===== src/rtl/wb_tgt_regfile_if.sv =====
// Pipelined Wishbone B4 target bus bundle for wb_tgt_regfile.
interface wb_tgt_regfile_if #(
   parameter int ADR_WIDTH = 4,
   parameter int DAT_WIDTH = 16,
   parameter int SEL_WIDTH = 2
);
   logic                 tgt_cyc_i;
   logic                 tgt_stb_i;
   logic                 tgt_we_i;
   logic [SEL_WIDTH-1:0] tgt_sel_i;
   logic [ADR_WIDTH-1:0] tgt_adr_i;
   logic [DAT_WIDTH-1:0] tgt_dat_i;
   logic                 tgt_ack_o;
   logic                 tgt_err_o;
   logic                 tgt_rty_o;
   logic                 tgt_stall_o;
   logic [DAT_WIDTH-1:0] tgt_dat_o;

   modport master (
      output tgt_cyc_i, tgt_stb_i, tgt_we_i, tgt_sel_i, tgt_adr_i, tgt_dat_i,
      input  tgt_ack_o, tgt_err_o, tgt_rty_o, tgt_stall_o, tgt_dat_o
   );

   modport slave (
      input  tgt_cyc_i, tgt_stb_i, tgt_we_i, tgt_sel_i, tgt_adr_i, tgt_dat_i,
      output tgt_ack_o, tgt_err_o, tgt_rty_o, tgt_stall_o, tgt_dat_o
   );
endinterface


===== src/rtl/wb_tgt_regfile.sv =====
// Wishbone B4 pipelined register-file target with programmable wait states.
// Out-of-range addresses terminate with err; terminations are single-cycle
// and gated by cyc so an abandoned cycle never sees a stale ack/err.
module wb_tgt_regfile #(
   parameter int ADR_WIDTH   = 4,
   parameter int DAT_WIDTH   = 16,
   parameter int SEL_WIDTH   = 2,
   parameter int WORDS       = 12,
   parameter int WAIT_STATES = 1
) (
   input  logic            clk_i,
   input  logic            async_rst_n_i,
   wb_tgt_regfile_if.slave tgt
);
   typedef enum logic {ST_IDLE, ST_WAIT} state_t;

   localparam logic [1:0]         WS      = 2'(WAIT_STATES);
   localparam logic [ADR_WIDTH:0] WORDS_L = (ADR_WIDTH+1)'(WORDS);

   state_t               state_q, state_d;
   logic [1:0]           cnt_q, cnt_d;
   logic                 req, stall, accept, adr_ok;
   logic                 ack_q, err_q;
   logic [DAT_WIDTH-1:0] dat_q;
   logic [DAT_WIDTH-1:0] mem [WORDS];

   assign req    = tgt.tgt_cyc_i & tgt.tgt_stb_i;
   assign accept = req & ~stall;
   assign adr_ok = {1'b0, tgt.tgt_adr_i} < WORDS_L;

   // Wait-counter state register
   always_ff @(posedge clk_i or negedge async_rst_n_i) begin
      if (!async_rst_n_i) begin
         state_q <= ST_IDLE;
         cnt_q   <= '0;
      end else begin
         state_q <= state_d;
         cnt_q   <= cnt_d;
      end
   end

   // Next state: count stalled request cycles, restart on accept or drop
   always_comb begin
      state_d = state_q;
      cnt_d   = cnt_q;
      if (!req || accept) begin
         state_d = ST_IDLE;
         cnt_d   = '0;
      end else begin
         case (state_q)
            ST_IDLE: begin
               if (WAIT_STATES > 0) begin
                  state_d = ST_WAIT;
                  cnt_d   = 2'd1;
               end
            end
            ST_WAIT: begin
               if (cnt_q < WS) cnt_d = cnt_q + 2'd1;
            end
            default: begin
               state_d = ST_IDLE;
               cnt_d   = '0;
            end
         endcase
      end
   end

   // Stall until the request has waited the full WAIT_STATES cycles
   always_comb begin
      stall = req & (cnt_q != WS);
   end

   // Single-cycle termination and read-data capture at each acceptance
   always_ff @(posedge clk_i or negedge async_rst_n_i) begin
      if (!async_rst_n_i) begin
         ack_q <= 1'b0;
         err_q <= 1'b0;
         dat_q <= '0;
      end else begin
         ack_q <= accept & adr_ok;
         err_q <= accept & ~adr_ok;
         if (accept) dat_q <= (!tgt.tgt_we_i && adr_ok) ? mem[tgt.tgt_adr_i] : '0;
      end
   end

   // Register file with byte-lane write enables
   always_ff @(posedge clk_i or negedge async_rst_n_i) begin
      if (!async_rst_n_i) begin
         for (int unsigned i = 0; i < WORDS; i++) mem[i] <= '0;
      end else if (accept && tgt.tgt_we_i && adr_ok) begin
         for (int unsigned i = 0; i < SEL_WIDTH; i++)
            if (tgt.tgt_sel_i[i]) mem[tgt.tgt_adr_i][8*i +: 8] <= tgt.tgt_dat_i[8*i +: 8];
      end
   end

   assign tgt.tgt_stall_o = stall;
   assign tgt.tgt_ack_o   = ack_q & tgt.tgt_cyc_i;
   assign tgt.tgt_err_o   = err_q & tgt.tgt_cyc_i;
   assign tgt.tgt_rty_o   = 1'b0;
   assign tgt.tgt_dat_o   = dat_q;
endmodule


===== src/flat_wrapper.sv =====
// flat-port wrapper written by rule: the top's interface ports become plain ports
module wb_tgt_regfile_flat 
#(
   parameter int ADR_WIDTH   = 4,
   parameter int DAT_WIDTH   = 16,
   parameter int SEL_WIDTH   = 2,
   parameter int WORDS       = 12,
   parameter int WAIT_STATES = 1
)
  (clk_i, async_rst_n_i, tgt_tgt_cyc_i, tgt_tgt_stb_i, tgt_tgt_we_i, tgt_tgt_sel_i, tgt_tgt_adr_i, tgt_tgt_dat_i, tgt_tgt_ack_o, tgt_tgt_err_o, tgt_tgt_rty_o, tgt_tgt_stall_o, tgt_tgt_dat_o);
  wb_tgt_regfile_if #(.ADR_WIDTH(ADR_WIDTH), .DAT_WIDTH(DAT_WIDTH), .SEL_WIDTH(SEL_WIDTH)) tgt_i ();
  input  logic clk_i;
  input  logic async_rst_n_i;
  input wire logic [$bits(tgt_i.tgt_cyc_i)-1:0] tgt_tgt_cyc_i;
  input wire logic [$bits(tgt_i.tgt_stb_i)-1:0] tgt_tgt_stb_i;
  input wire logic [$bits(tgt_i.tgt_we_i)-1:0] tgt_tgt_we_i;
  input wire logic [$bits(tgt_i.tgt_sel_i)-1:0] tgt_tgt_sel_i;
  input wire logic [$bits(tgt_i.tgt_adr_i)-1:0] tgt_tgt_adr_i;
  input wire logic [$bits(tgt_i.tgt_dat_i)-1:0] tgt_tgt_dat_i;
  output wire logic [$bits(tgt_i.tgt_ack_o)-1:0] tgt_tgt_ack_o;
  output wire logic [$bits(tgt_i.tgt_err_o)-1:0] tgt_tgt_err_o;
  output wire logic [$bits(tgt_i.tgt_rty_o)-1:0] tgt_tgt_rty_o;
  output wire logic [$bits(tgt_i.tgt_stall_o)-1:0] tgt_tgt_stall_o;
  output wire logic [$bits(tgt_i.tgt_dat_o)-1:0] tgt_tgt_dat_o;
  assign tgt_i.tgt_cyc_i = tgt_tgt_cyc_i;
  assign tgt_i.tgt_stb_i = tgt_tgt_stb_i;
  assign tgt_i.tgt_we_i = tgt_tgt_we_i;
  assign tgt_i.tgt_sel_i = tgt_tgt_sel_i;
  assign tgt_i.tgt_adr_i = tgt_tgt_adr_i;
  assign tgt_i.tgt_dat_i = tgt_tgt_dat_i;
  assign tgt_tgt_ack_o = tgt_i.tgt_ack_o;
  assign tgt_tgt_err_o = tgt_i.tgt_err_o;
  assign tgt_tgt_rty_o = tgt_i.tgt_rty_o;
  assign tgt_tgt_stall_o = tgt_i.tgt_stall_o;
  assign tgt_tgt_dat_o = tgt_i.tgt_dat_o;
  wb_tgt_regfile #(.ADR_WIDTH(ADR_WIDTH), .DAT_WIDTH(DAT_WIDTH), .SEL_WIDTH(SEL_WIDTH), .WORDS(WORDS), .WAIT_STATES(WAIT_STATES)) u_core (.clk_i(clk_i), .async_rst_n_i(async_rst_n_i), .tgt(tgt_i));
endmodule

===== config.mk =====
export PLATFORM = sky130hd
export DESIGN_NAME = wb_tgt_regfile_flat
export DESIGN_NICKNAME = d
export VERILOG_FILES = /design/src/rtl/wb_tgt_regfile_if.sv /design/src/rtl/wb_tgt_regfile.sv /design/src/flat_wrapper.sv
export SDC_FILE = /design/constraint.sdc
export NUM_CORES = 1
export LEC_CHECK = 0
export ABC_AREA = 1
export CAP_MARGIN = 10
export CORE_MARGIN = 2
export CORE_UTILIZATION = 55
export DETAILED_ROUTE_END_ITERATION = 8
export PLACE_DENSITY = 0.74
export SETUP_SLACK_MARGIN = 0.05
export SYNTH_ARGS = -nofsm -noshare
export SYNTH_HDL_FRONTEND = slang
export SYNTH_SLANG_ARGS = --single-unit
export TNS_END_PERCENT = 20

===== constraint.sdc =====
create_clock -name clk_i -period 2.12 [get_ports clk_i]
set_clock_uncertainty 0.1 [all_clocks]
set_input_delay 0.424 -clock clk_i [delete_from_list [all_inputs] [get_ports clk_i]]
set_output_delay 0.424 -clock clk_i [all_outputs]
set_load 0.02 [all_outputs]

; Word level (Yosys, flattened, before mapping)
; Index checks and enable logic that the tools add are counted.
[classes]
n_mux = 17
bitwise = 11
n_lt_le_gt_ge = 4
eq_ne = 2
add_sub_neg = 1
reduce_logical = 7
[ops]
columns = cell, count
row1 = 2-to-1 mux 192 bit, 3
row2 = bitwise mux 192 bit, 2
row3 = demux 16 bit (select 4 bit), 2
row4 = binary-select mux 16 bit (select 4 bit), 1
row5 = 2-to-1 mux 16 bit, 4
row6 = 2-to-1 mux 8 bit, 1
row7 = bitwise AND 1 bit, 7
row8 = >= comparator 5 bit (second input constant), 1
row9 = < comparator 5 x 1 -> 1 bit (second input constant), 1
row10 = inverter 4 -> 5 bit, 1
row11 = logical AND 1 bit, 4
row12 = < comparator 4 bit (second input constant), 1
row13 = 2-to-1 mux 2 bit, 2
row14 = case mux 2 bit (2 select lines), 1
row15 = != test 3 bit (second input constant), 1
row16 = inverter 1 bit, 3
row17 = adder 2 x 1 -> 2 bit (second input constant), 1
row18 = logical NOT 1 bit, 2
row19 = < comparator 2 x 1 -> 1 bit (second input constant), 1
row20 = != test 2 x 1 -> 1 bit (second input constant), 1
row21 = logical OR 1 bit, 1
row22 = 2-to-1 mux 1 bit, 1
[word_totals]
ff_bits = 213
output_inout_bits = 20
elab_cells = 59
input_bits = 27

; Depth between registers and ports, before layout
[depth]
depth_word = 10
ltp_mapped = 12
depth_no_buf = 9

; Least setup slack after synthesis
; OpenSTA, ideal clock, no wires.
[synth_timing]
path_kind = reg2reg
start = register u_core.cnt_q[1]
end = register u_core.mem[134] in the netlist's numbering
n_path_buf = 2
path_slack_ps = 294
t_arrival_ps = 1596
setup_ps = 130
path_stages_with_launch = 12
synth_period_minus_slack_ps = 1826
t_required_ps = 1890
cell_sequence = dfrtp_1 -> inv_1 -> ha_1 -> nand3_4 -> nor2_4 -> nand2_2 -> nor2_4 -> buf_12 -> nand2_4 -> buf_6 -> nand2_1 -> o21ai_2
[synth_via]
elab_chain_cells = 6
[synth_lines]
columns = element, line_no
row1 = from (decl), wb_tgt_regfile.sv:21  ; logic [1:0] cnt_q, cnt_d;
row2 = from (signal assigned), wb_tgt_regfile.sv:38  ; cnt_q <= cnt_d;
row3 = != test 2 x 1 -> 1 bit, wb_tgt_regfile.sv:70  ; stall = req & (cnt_q != WS);
row4 = bitwise AND 1 bit, wb_tgt_regfile.sv:70
row5 = inverter 1 bit, wb_tgt_regfile.sv:28  ; assign accept = req & ~stall;
row6 = bitwise AND 1 bit, wb_tgt_regfile.sv:28
row7 = logical AND 1 bit (2 in series), wb_tgt_regfile.sv:90  ; end else if (accept && tgt.tgt_we_i && adr_ok) begin
row8 = "to (signal, indexed assignment)", wb_tgt_regfile.sv:92  ; if (tgt.tgt_sel_i[i]) mem[tgt.tgt_adr_i][8*i +: 8] <= tgt.tgt_dat_i[8*i +: 8];
row9 = to (decl), wb_tgt_regfile.sv:25  ; logic [DAT_WIDTH-1:0] mem [WORDS];
; No other way between the ends.
; A chain may end at the register's enable or synchronous reset.

; Final worst setup path
[layout_timing]
start = register u_core.dat_q[6] (netlist: u_core.tgt.tgt_dat_o[6])
end = output port tgt_tgt_dat_o[6]
[layout_lines]
columns = element, line_no
row1 = from (decl), wb_tgt_regfile.sv:24  ; logic [DAT_WIDTH-1:0] dat_q;
row2 = from (signal assigned), wb_tgt_regfile.sv:82  ; if (accept) dat_q <= (!tgt.tgt_we_i && adr_ok) ? mem[tgt.tgt_adr_i] : '0;
row3 = to (decl), flat_wrapper.sv:24  ; output wire logic [$bits(tgt_i.tgt_dat_o)-1:0] tgt_tgt_dat_o;
; No word-level cell between the ends.

==> results.md <==
* Fmax at 495.0 MHz
* Design Area, Final at 11700 um^2
* Pleak at 6.254 nW
* Antenna Cells at 0
* Synth area leader: dfrtp_1
* Main synth FF type: dfrtp_1
* Bufs on Longest Clock Path at 3
* DIE WIDTH at 140.5 um
* Largest net degree at the start of global routing at 82
* FF-to-FF Start: u_core.cnt_q[1]$_DFFE_PN0P_
* DRC errors left at 0
* CP max stage delay at 0.62 ns
* Total CTS buffers at 23
* Async set-reset flop share out of synthesis at 1.000
* Final Max Slew Viols at 0
* Dominant cells by area after synthesis: dfrtp_1 (52%), nand2_1 (27%), o21ai_1 (7.5%)
* RSZ-0062 raised after global routing: false
* Hold Path Class: input port to async pin
* WL/cell at 14.91 um
* Post-Route WL at 23760 um
* Vias/cell at 5.298
* Max IR drop VDD at 0.0003973 V
* Setup crit start: u_core.tgt.tgt_dat_o[6]$_DFFE_PN0P_
* GRT overflow at 0
* Slowest CP cell: clkdlybuf4s50_1
* Cells after synthesis at 1316
* Post-synth top area share at 0.5204
* Worst hold slack at 0.2713 ns
* Sink Count at 213
* Ys Warns at 0
* RD Place Congestion at 0.7796
* Initial detailed-routing violation count at 794
* Final layout net count at 1379
* Clk slew on worst S/H paths at 0.06 ns
* Crit end category: output port
* Worst path cell trace: clkdlybuf4s50_1
* Startpoint types: flip-flop
* EDFF count, synth at 0
* Slew headroom at 0.6515
* Setup Buffers After CTS at 0
* First-pass GRT wire length at 40710 um
* Status: complete, no violations
* CTS tree: yes
* Post-Syn Area at 10240 um^2
* Post-synth top cells: nand2_1 (732), dfrtp_1 (213), o21ai_1 (154)
* Post-synthesis register bit count at 213
* Initial antenna violation count at 0
* Core area at 18150 um^2
* IO Pins at 47
* Syn Nets at 1345
* CP delay by family, top: buffers and inverters
* Min Tclk post-route at 2.020 ns
* Die height at 140.5 um
* Initial Util at 0.5644
* Placed instance area at 10940 um^2
* Clk root buf: clkbuf_16
* GR Util All Layers at 0.2510
* Mean post-synth cell area at 7.783 um^2
* IO buf count at 45
* Worst path bufs/invs at 1
* Crit path max fanout at 2
* Final Util at 0.6449
* Arr. time, crit path at 1.50 ns
* Critical path required time at 1.60 ns
* Worst slew pin tran at 0.5228 ns
* Area grow syn2layout at 14.26%
* Post-route ant nets at 0
* Final hold viol count at 0
* Fin crit share at 0.9529
* # rows at 49
* Clk_lat worst skew at 0.50 ns
* Drt first pass iters at 5
* Vias in the first global route at 8045
* PwrDens at 745.9 nW/um^2
* Final setup fails at 0
* H-tree levels at 1
* Share of cells above drive strength 1 at 0.1011
* Top-count cell post-synth: nand2_1
* Die ar. at 19730 um^2
* HPWL after DPL at 14860 um
* Sequential share of the synthesized area at 0.5204
* Unique masters post-synth at 26
* Critical path type: flip-flop to output port
* DR vias at 8445
* Maxcap violations at 0
[worst paths after layout]
| check | to | slack, ns | cells past startpoint |
|---|---|---|---|
| setup / recovery | tgt_tgt_dat_o[6] | 0.1 | 1 |
| hold / removal | u_core.mem[20]$_DFFE_PN0P_ | 0.27 | 2 |
| setup reg to reg | u_core.mem[118]$_DFFE_PN0P_ | 0.24 | 10 |
| hold reg to reg | u_core.tgt.tgt_dat_o[2]$_DFFE_PN0P_ | 0.38 | 2 |
| max in group asynchronous | u_core.tgt.tgt_dat_o[12]$_DFFE_PN0P_ | 0.98 | 3 |
| min in group clk_i | u_core.tgt.tgt_dat_o[2]$_DFFE_PN0P_ | 0.38 | 2 |
[cells in the final DEF, fill, tap and decap left out, types with 16 or more instances in the layout]
master / n
buf_4: 33
o21ai_0: 21
clkbuf_16: 23
nand2_4: 20
clkdlybuf4s50_1: 39
nand2_1: 732
inv_1: 28
o21ai_1: 154
dfrtp_1: 213
nand3_1: 16
o21ai_2: 18
[logic make-up after synthesis]
| group | share of synthesized area |
|---|---|
| AOI/OAI and AO/OA | 0.1014 |
| xor gates and xnor gates | 0.0008553 |
| adders and majority gates | 0.002443 |
| buffers and inverters | 0.06096 |
| DFF | 0.5204 |
| other | 0.0003661 |
| and+or+nand+nor | 0.3136 |
[final cells by class]
class | instances | area (um^2)
Timing Repair Buffer | 89 | 909.6
Clock buffer | 35 | 710.7
Tap cell | 229 | 286.5
Clock inverter | 5 | 50.05
Fill cell | 1548 | 6445
Inverter | 32 | 120.1
Sequential cell | 213 | 5330
Multi-Input combinational cell | 991 | 4295
[sequential cells by signal, indices dropped and copies added, names as in the netlist]
register and cells:
u_core.mem 192, u_core.err_q 1, u_core.tgt.tgt_dat_o 16, u_core.state_q 1, u_core.cnt_q 2, u_core.ack_q 1
[metal layers]
layer,part of all wire,vias up,routed length [um],track usage
li1,-,4179,-,-
met1,0.48,4018,11410,0.3810
met2,0.44,223,10500,0.3847
met3,0.064,25,1511,0.03419
met4,0.014,0,341,0.06368
met5,0,-,0,0
[report_power, final]
| group | internal (mW) | switching, mW |
|---|---|---|
| combinational | 0.172 | 0.396 |
| clock | 2.41 | 1.57 |
| sequential | 4.14 | 0.0370 |
[per-stage QoR]
stage	total power, mW	worst slack, ns	cells	TNS [ns]
global placement	4.804	-0.1648	1553	-5.917
global route	9.040	0.05205	1594	0
floorplan	4.527	0.2938	1316	0
finish	8.729	0.09982	1594	0
detailed placement	4.812	-0.1821	1553	-11.42
CTS	8.801	0.07600	1594	0
[timing repair]
item                                    CTS  global route
resized for setup                         7             0
hold endpoints to repair                 25             0
endpoints found under the setup margin    3             0
hold buffers                              1             0
Note: power is estimated with default switching activity, not from simulation.
